[src/rtl/alu_pkg.sv]
// ---------------------------------------------------------------------------
// alu_pkg
// Shared definitions for the pipelined ALU:
//   - MIPS-funct opcode encodings (6 bits) for the eight supported operations
//   - bit positions of the packed status-flag vector
//   - is_legal_opcode(): true for exactly the eight supported encodings
// ---------------------------------------------------------------------------
package alu_pkg;

  localparam int OPCODE_BITS = 6;

  localparam logic [OPCODE_BITS-1:0] OP_ADD = 6'b100000;
  localparam logic [OPCODE_BITS-1:0] OP_SUB = 6'b100010;
  localparam logic [OPCODE_BITS-1:0] OP_AND = 6'b100100;
  localparam logic [OPCODE_BITS-1:0] OP_OR  = 6'b100101;
  localparam logic [OPCODE_BITS-1:0] OP_XOR = 6'b100110;
  localparam logic [OPCODE_BITS-1:0] OP_NOR = 6'b100111;
  localparam logic [OPCODE_BITS-1:0] OP_SRA = 6'b000011;
  localparam logic [OPCODE_BITS-1:0] OP_SRL = 6'b000010;

  // Bit positions inside the packed flag vector.
  localparam int FLAG_Z    = 0;
  localparam int FLAG_N    = 1;
  localparam int FLAG_C    = 2;
  localparam int FLAG_V    = 3;
  localparam int NUM_FLAGS = 4;

  function automatic logic is_legal_opcode(input logic [OPCODE_BITS-1:0] op);
    logic legal;
    case (op)
      OP_ADD, OP_SUB, OP_AND, OP_OR,
      OP_XOR, OP_NOR, OP_SRA, OP_SRL: legal = 1'b1;
      default:                        legal = 1'b0;
    endcase
    return legal;
  endfunction

endpackage

[src/rtl/alu_core.sv]
// ---------------------------------------------------------------------------
// alu_core
// Purely combinational ALU datapath: result, illegal-opcode indication and
// (optionally) status flags for one operand pair.
//
// Optional feature: define ALU_PIPELINE_FLAGS_EN to build the flag logic and
// expose the 'flags' port. Without it the port does not exist.
//
// Ports:
//   a       in  NB_OPERANDO  operand A, shift source for SRA/SRL
//   b       in  NB_OPERANDO  operand B, shift amount for SRA/SRL
//   opcode  in  NB_OPCODE    operation select (encodings in the low 6 bits)
//   result  out NB_OPERANDO  operation result (0 for an illegal opcode)
//   err     out 1            opcode is not one of the eight legal encodings
//   flags   out NUM_FLAGS    {V,C,N,Z} status flags (only with the macro)
// ---------------------------------------------------------------------------
module alu_core
  import alu_pkg::*;
#(
  parameter int NB_OPERANDO = 8,
  parameter int NB_OPCODE   = 6,
  parameter int NB_SHAMT    = $clog2(NB_OPERANDO)
) (
  input  logic [NB_OPERANDO-1:0] a,
  input  logic [NB_OPERANDO-1:0] b,
  input  logic [NB_OPCODE-1:0]   opcode,
  output logic [NB_OPERANDO-1:0] result,
  output logic                   err
`ifdef ALU_PIPELINE_FLAGS_EN
  ,
  output logic [NUM_FLAGS-1:0]   flags
`endif
);

  localparam int MSB = NB_OPERANDO - 1;

  // Any opcode bit above the six encoding bits must be zero for a legal op.
  logic [31:0] op_ext;
  logic        legal;

  assign op_ext = 32'(opcode);
  assign legal  = (op_ext[31:OPCODE_BITS] == '0) && is_legal_opcode(op_ext[OPCODE_BITS-1:0]);
  assign err    = !legal;

  // -------------------------------------------------------------------------
  // Adder / subtractor. With flags enabled the extra top bit carries the
  // carry-out (ADD) or the borrow (SUB).
  // -------------------------------------------------------------------------
  logic [NB_OPERANDO-1:0] add_res;
  logic [NB_OPERANDO-1:0] sub_res;

`ifdef ALU_PIPELINE_FLAGS_EN
  logic [NB_OPERANDO:0] sum_ext;
  logic [NB_OPERANDO:0] diff_ext;

  assign sum_ext  = {1'b0, a} + {1'b0, b};
  assign diff_ext = {1'b0, a} - {1'b0, b};
  assign add_res  = sum_ext[MSB:0];
  assign sub_res  = diff_ext[MSB:0];
`else
  assign add_res  = a + b;
  assign sub_res  = a - b;
`endif

  // -------------------------------------------------------------------------
  // Shifter. Only the low NB_SHAMT bits of b form the shift amount; any set
  // bit above that saturates the shift (SRL -> 0, SRA -> sign fill), so the
  // result never wraps around to a small shift.
  // -------------------------------------------------------------------------
  logic [NB_SHAMT-1:0]    shamt;
  logic                   shift_over;
  logic signed [MSB:0]    a_signed;
  logic signed [MSB:0]    sra_shifted;
  logic [NB_OPERANDO-1:0] srl_res;
  logic [NB_OPERANDO-1:0] sra_res;

  assign shamt       = b[NB_SHAMT-1:0];
  assign shift_over  = |b[MSB:NB_SHAMT];
  assign a_signed    = $signed(a);
  assign sra_shifted = a_signed >>> shamt;
  assign srl_res     = shift_over ? '0 : (a >> shamt);
  assign sra_res     = shift_over ? {NB_OPERANDO{a[MSB]}} : NB_OPERANDO'(sra_shifted);

  // -------------------------------------------------------------------------
  // Result mux. Illegal opcodes produce 0.
  // -------------------------------------------------------------------------
  always_comb begin
    result = '0;
    if (legal) begin
      case (op_ext[OPCODE_BITS-1:0])
        OP_ADD:  result = add_res;
        OP_SUB:  result = sub_res;
        OP_AND:  result = a & b;
        OP_OR:   result = a | b;
        OP_XOR:  result = a ^ b;
        OP_NOR:  result = ~(a | b);
        OP_SRA:  result = sra_res;
        OP_SRL:  result = srl_res;
        default: result = '0;
      endcase
    end
  end

`ifdef ALU_PIPELINE_FLAGS_EN
  // Z and N follow the result for every opcode (an illegal op yields Z=1,
  // N=0 because its result is 0). C and V are meaningful only for ADD/SUB.
  always_comb begin
    flags         = '0;
    flags[FLAG_Z] = (result == '0);
    flags[FLAG_N] = result[MSB];
    if (legal) begin
      case (op_ext[OPCODE_BITS-1:0])
        OP_ADD: begin
          flags[FLAG_C] = sum_ext[NB_OPERANDO];
          flags[FLAG_V] = (a[MSB] == b[MSB]) && (sum_ext[MSB] != a[MSB]);
        end
        OP_SUB: begin
          // C is "no borrow", i.e. a >= b unsigned.
          flags[FLAG_C] = !diff_ext[NB_OPERANDO];
          flags[FLAG_V] = (a[MSB] != b[MSB]) && (diff_ext[MSB] != a[MSB]);
        end
        default: begin
          flags[FLAG_C] = 1'b0;
          flags[FLAG_V] = 1'b0;
        end
      endcase
    end
  end
`endif

endmodule

[src/rtl/alu_pipeline.sv]
// ---------------------------------------------------------------------------
// alu_pipeline
// Two-stage registered ALU with valid/ready handshakes on both sides.
//   Stage 1: captures dato_a, dato_b, opcode on an input transfer.
//   Stage 2: registers the alu_core result, err and flags.
// An operand pair accepted on one edge is presented with out_valid after the
// following edge; one result per cycle under continuous valid/ready.
//
// Optional feature: define ALU_PIPELINE_FLAGS_EN to compute and register the
// four status flags. Without it the flag ports are tied to 0.
//
// Ports:
//   clk        in  1            clock, all state on the rising edge
//   reset      in  1            synchronous active-high reset
//   in_valid   in  1            operand triple presented
//   in_ready   out 1            stage 1 can accept this cycle
//   dato_a     in  NB_OPERANDO  operand A / shift source
//   dato_b     in  NB_OPERANDO  operand B / shift amount
//   opcode     in  NB_OPCODE    operation select
//   out_valid  out 1            out, flags and err valid
//   out_ready  in  1            consumer accepts the result
//   out        out NB_OUT       result (NB_OUT must equal NB_OPERANDO)
//   flag_z     out 1            result == 0
//   flag_n     out 1            result MSB
//   flag_c     out 1            ADD carry-out / SUB no-borrow
//   flag_v     out 1            ADD/SUB signed overflow
//   err        out 1            illegal opcode
// ---------------------------------------------------------------------------
module alu_pipeline
  import alu_pkg::*;
#(
  parameter int NB_OPERANDO = 8,
  parameter int NB_OUT      = NB_OPERANDO,
  parameter int NB_OPCODE   = 6,
  parameter int NB_SHAMT    = $clog2(NB_OPERANDO)
) (
  input  logic                   clk,
  input  logic                   reset,
  input  logic                   in_valid,
  output logic                   in_ready,
  input  logic [NB_OPERANDO-1:0] dato_a,
  input  logic [NB_OPERANDO-1:0] dato_b,
  input  logic [NB_OPCODE-1:0]   opcode,
  output logic                   out_valid,
  input  logic                   out_ready,
  output logic [NB_OUT-1:0]      out,
  output logic                   flag_z,
  output logic                   flag_n,
  output logic                   flag_c,
  output logic                   flag_v,
  output logic                   err
);

  // Stage 1 registers
  logic                   s1_valid_reg;
  logic [NB_OPERANDO-1:0] s1_a_reg;
  logic [NB_OPERANDO-1:0] s1_b_reg;
  logic [NB_OPCODE-1:0]   s1_op_reg;

  // Stage 2 registers
  logic                   out_valid_reg;
  logic [NB_OUT-1:0]      out_reg;
  logic                   err_reg;

  // Combinational datapath outputs
  logic [NB_OPERANDO-1:0] result_comb;
  logic                   err_comb;

`ifdef ALU_PIPELINE_FLAGS_EN
  logic [NUM_FLAGS-1:0]   flags_comb;
  logic [NUM_FLAGS-1:0]   flags_reg;
`endif

  // -------------------------------------------------------------------------
  // Handshake. Stage 2 may load whenever it is empty or being drained this
  // cycle; stage 1 may load whenever it is empty or moving into stage 2.
  // in_ready is therefore combinational from out_ready, which is what lets
  // the pipe run without bubbles.
  // -------------------------------------------------------------------------
  logic s2_advance;
  logic in_fire;

  assign s2_advance = !out_valid_reg || out_ready;
  assign in_ready   = !s1_valid_reg || s2_advance;
  assign in_fire    = in_valid && in_ready;

  alu_core #(
    .NB_OPERANDO (NB_OPERANDO),
    .NB_OPCODE   (NB_OPCODE),
    .NB_SHAMT    (NB_SHAMT)
  ) u_core (
    .a      (s1_a_reg),
    .b      (s1_b_reg),
    .opcode (s1_op_reg),
    .result (result_comb),
    .err    (err_comb)
`ifdef ALU_PIPELINE_FLAGS_EN
    ,
    .flags  (flags_comb)
`endif
  );

  always_ff @(posedge clk) begin
    if (reset) begin
      s1_valid_reg  <= 1'b0;
      out_valid_reg <= 1'b0;
      out_reg       <= '0;
      err_reg       <= 1'b0;
`ifdef ALU_PIPELINE_FLAGS_EN
      flags_reg     <= '0;
`endif
    end else begin
      // Stage 1: when it can accept, its valid follows in_valid; operands
      // are only captured on an actual transfer.
      if (in_ready) begin
        s1_valid_reg <= in_valid;
      end
      if (in_fire) begin
        s1_a_reg  <= dato_a;
        s1_b_reg  <= dato_b;
        s1_op_reg <= opcode;
      end

      // Stage 2: payload is only rewritten when a new result moves in, so
      // held outputs stay stable under back-pressure.
      if (s2_advance) begin
        out_valid_reg <= s1_valid_reg;
        if (s1_valid_reg) begin
          out_reg <= result_comb;
          err_reg <= err_comb;
`ifdef ALU_PIPELINE_FLAGS_EN
          flags_reg <= flags_comb;
`endif
        end
      end
    end
  end

  assign out_valid = out_valid_reg;
  assign out       = out_reg;
  assign err       = err_reg;

`ifdef ALU_PIPELINE_FLAGS_EN
  assign flag_z = flags_reg[FLAG_Z];
  assign flag_n = flags_reg[FLAG_N];
  assign flag_c = flags_reg[FLAG_C];
  assign flag_v = flags_reg[FLAG_V];
`else
  assign flag_z = 1'b0;
  assign flag_n = 1'b0;
  assign flag_c = 1'b0;
  assign flag_v = 1'b0;
`endif

endmodule
[config.mk]
export PLATFORM = sky130hd
export DESIGN_NAME = alu_pipeline
export DESIGN_NICKNAME = d
export VERILOG_FILES = /design/src/rtl/alu_pkg.sv /design/src/rtl/alu_core.sv /design/src/rtl/alu_pipeline.sv
export SDC_FILE = /design/constraint.sdc
export NUM_CORES = 1
export LEC_CHECK = 0
export CORE_UTILIZATION = 45
export CTS_BUF_LIST = sky130_fd_sc_hd__clkbuf_2
export DETAILED_ROUTE_END_ITERATION = 6
export GPL_TIMING_DRIVEN = 0
export PLACE_DENSITY_LB_ADDON = 0.1
export SKIP_LAST_GASP = 1
export SYNTH_ARGS = -nofsm -noshare
export SYNTH_HDL_FRONTEND = slang
export SYNTH_SLANG_ARGS = --single-unit
[constraint.sdc]
create_clock -name clk -period 2.52 [get_ports clk]
set_input_delay 0.504 -clock clk [delete_from_list [all_inputs] [get_ports clk]]
set_output_delay 0.504 -clock clk [all_outputs]
set_load 0.02 [all_outputs]
==> results.sh <==
export IMPL_final_cell_mix="clkdlybuf4s50_1 (35), nand2_1 (25), ha_1 (23)"
export IMPL_rr_endpoint="out[6]"
export IMPL_cts_root_buffer="clkbuf_2"
export IMPL_nets=384
export IMPL_pre_cts_slack_ns=-0.5713
export IMPL_power_leakage_nw=1.320
export IMPL_vdd_ir_drop_worst_mv=0.3334
export IMPL_routed_wl_um=6185
export IMPL_cp_end_kind="flop"
export IMPL_r2r_setup_slack_ns=-0.007
export IMPL_clock_sinks=33
export IMPL_cts_tree="built"
export IMPL_worstMarginPinSlew_ns=0.9828
export IMPL_drc=0
export IMPL_yosysUniqueCellTypes=48
export IMPL_pwr_density_cell_nw_per_um2=392.2
export IMPL_synth_area_leader_cell="edfxtp_1"
export IMPL_dr_pass1_iters=4
export IMPL_core_um2=5238
export IMPL_min_period_ns=2.527
export IMPL_cp_start_kind="flop"
export IMPL_layout_setup_ws_ns=-0.006696
export IMPL_io_buffers=35
export IMPL_syn2layout_area_growth_pct=30.63
export IMPL_crit_fanout=3
export IMPL_rows=26
export IMPL_hold_start="out[7]"
export IMPL_synth_edf_count=22
export IMPL_die_h_um=76.78
export IMPL_max_cap_violations=0
export IMPL_antenna_found_initial=0
export IMPL_slew_violations=0
export IMPL_status="finished with violations"
export IMPL_netlist_instances=272
export IMPL_syn_area_per_cell_um2=9.251
export IMPL_required_ns=2.81
export IMPL_finClkSkew_ns=0.01261
export IMPL_whs_endpoint="out[7]"
export IMPL_mostFrequentLayoutCell="clkdlybuf4s50_1"
export IMPL_finalPower_w=0.001289
export IMPL_grt_setup_unrepaired="yes"
export IMPL_clk_insertion_delay_late_ns=0.38
export IMPL_timing_slew_headroom_pct=34.48
export IMPL_dpl_hpwl_um=4609
export IMPL_htree_levels=2
export IMPL_seq_area_frac_synth_pct=35.01
export IMPL_finalCritPeriodShare_pct=100.3
export IMPL_wl_per_cell_um=15.31
export IMPL_grt_pass1_vias=2058
export IMPL_dieWidth_um=76.78
export IMPL_via_per_inst=5.460
export IMPL_dpl_cell_area_um2=2965
export IMPL_synth_area_um2=2516
export IMPL_design_die_area_um2=5894
export IMPL_arrival_ns=2.81
export IMPL_gp_congestion=0.8981
export IMPL_max_freq_mhz=395.8
export IMPL_io_pins=41
export IMPL_r2r_start="s1_op_reg[4]"
export IMPL_final_area_um2=3287
export IMPL_grt_pass1_wl_um=10110
export IMPL_grt_max_degree=23
export IMPL_async_flop_share_pct=0
export IMPL_n_antenna_cell=0
export IMPL_cts_buffers=5
export IMPL_ant_nets=0
export IMPL_drive_gt1_share_pct=19.16
export IMPL_min_path_cells=2
export IMPL_start_util_pct=48.04
export IMPL_r2r_cells=12
export IMPL_final_util_pct=62.76
export IMPL_grt_usage_pct=22.56
export IMPL_hold_viol=0
export IMPL_worstSetupPathType="flop to flop"
export IMPL_grt_overflow=0
export IMPL_cts_buffer_depth=2
export IMPL_yosysWarningCount=0
export IMPL_setup_tns_final_ns=-0.006696
export IMPL_synth_main_ff_cell="edfxtp_1"
export IMPL_path_clk_slew_ns=0.18
export IMPL_vias=2206
export IMPL_hold_path_class="flop to flop"
export IMPL_drt_iter0_markers=150
export IMPL_report_final_setup_viol=1
export IMPL_synthTopCellsByArea="edfxtp_1 (26%), ha_1 (12%), dfxtp_1 (8.8%)"
export IMPL_synth_seq_cells=33
export IMPL_violations="setup timing"
export IMPL_synth_top_area_share_pct=26.26
metrics by stage:
stage	cells	hold slack, ns
6_report	404	0.4569
4_1_cts	401	0.4538
3_3_place_gp	380	0.4374
2_1_floorplan	275	0.4960
5_1_grt	404	0.4864
3_5_place_dp	380	0.4443
synthesized netlist by cell type, drive strengths merged, types with 2 or more instances:
cell and number:
a221oi 3, ha 24, xor2 3, mux2i 16, nand3 3, nor2b 7
nor3 8, o21bai 2, buf 8, xnor2 13, o21ai 19, o31a 2
nor2 21, a21oi 17, or3b 2, dfxtp 11, o21a 2, a211oi 4
nand2 27, a32oi 2, a31oi 3, clkbuf 5, nor4 2, inv 20
mux4 2, o32ai 2, nand2b 6, or2 2, or3 2, edfxtp 22
worst max-delay path: stages, from the launching register on:
cell      delay [ns]
edfxtp_1        0.50
nor2_2          0.18
nand2_1         0.11
nor2_2          0.17
nor2_1          0.08
xnor2_1         0.13
ha_1            0.32
nor2b_2         0.17
o31a_1          0.26
o21ai_1         0.14
nand2b_1        0.10
xnor2_2         0.19
o21ai_1         0.09
kinds of logic (layout without fill, tap and decap cells):
family                   count (synthesis)  in the layout  share of synthesized area [%]
other                                    1              4                         0.1490
AO/OA/AOI/OAI                           61             61                          15.47
adder cells (fa/ha/maj)                 25             25                          12.73
XOR/XNOR                                16             16                          5.570
multiplexers                            19             19                          8.602
AND/OR/NAND/NOR                         84             84                          16.26
buffers and inverters                   33             92                          6.216
flip-flops                              33             33                          35.01
cell type report:
| cell class | instances | area, µm² |
|---|---|---|
| buffer | 11 | 83.83 |
| clock buffer | 5 | 25.02 |
| fill | 468 | 1951 |
| timing repair buffer | 53 | 489.2 |
| tap | 70 | 87.58 |
| sequential | 33 | 880.8 |
| multi-input combinational | 209 | 1604 |
| inverter | 20 | 75.07 |
| clock inverter | 3 | 41.29 |
how the worst max path moves through the flow:
stage                 start      to  slack (ns)  cells after the start
2_1_floorplan  s1_op_reg[2]  out[7]        0.03                     11
3_3_place_gp   s1_op_reg[2]  out[7]       -0.51                     11
3_5_place_dp   s1_op_reg[2]  out[7]       -0.57                     11
4_1_cts        s1_op_reg[2]  out[7]       -0.01                     12
5_1_grt        s1_op_reg[3]  out[7]       -0.12                     12
6_report       s1_op_reg[4]  out[6]      -0.007                     12
metal layers:
metal	routed length (µm)	vias up	global-route usage [%]
li1	-	1085	-
met1	2929	1040	30.77
met2	2808	67	35.71
met3	298	14	3.929
met4	148	0	7.885
met5	0	-	0
power breakdown:
group,total (W),internal (W),switching (W)
logic,0.000308,0.000154,0.000154
registers,0.000622,0.000600,0.0000225
clock network,0.000359,0.000164,0.000194
total,0.00129,0.000918,0.000371
what timing repair did:
action                                  4_1_cts  5_1_grt
buffers inserted                             15        3
pin swaps                                     6       11
resized for setup                            22       16
endpoints found under the setup margin        7        5
hold buffers                                  0        0
(Power assumes the default switching activity.)
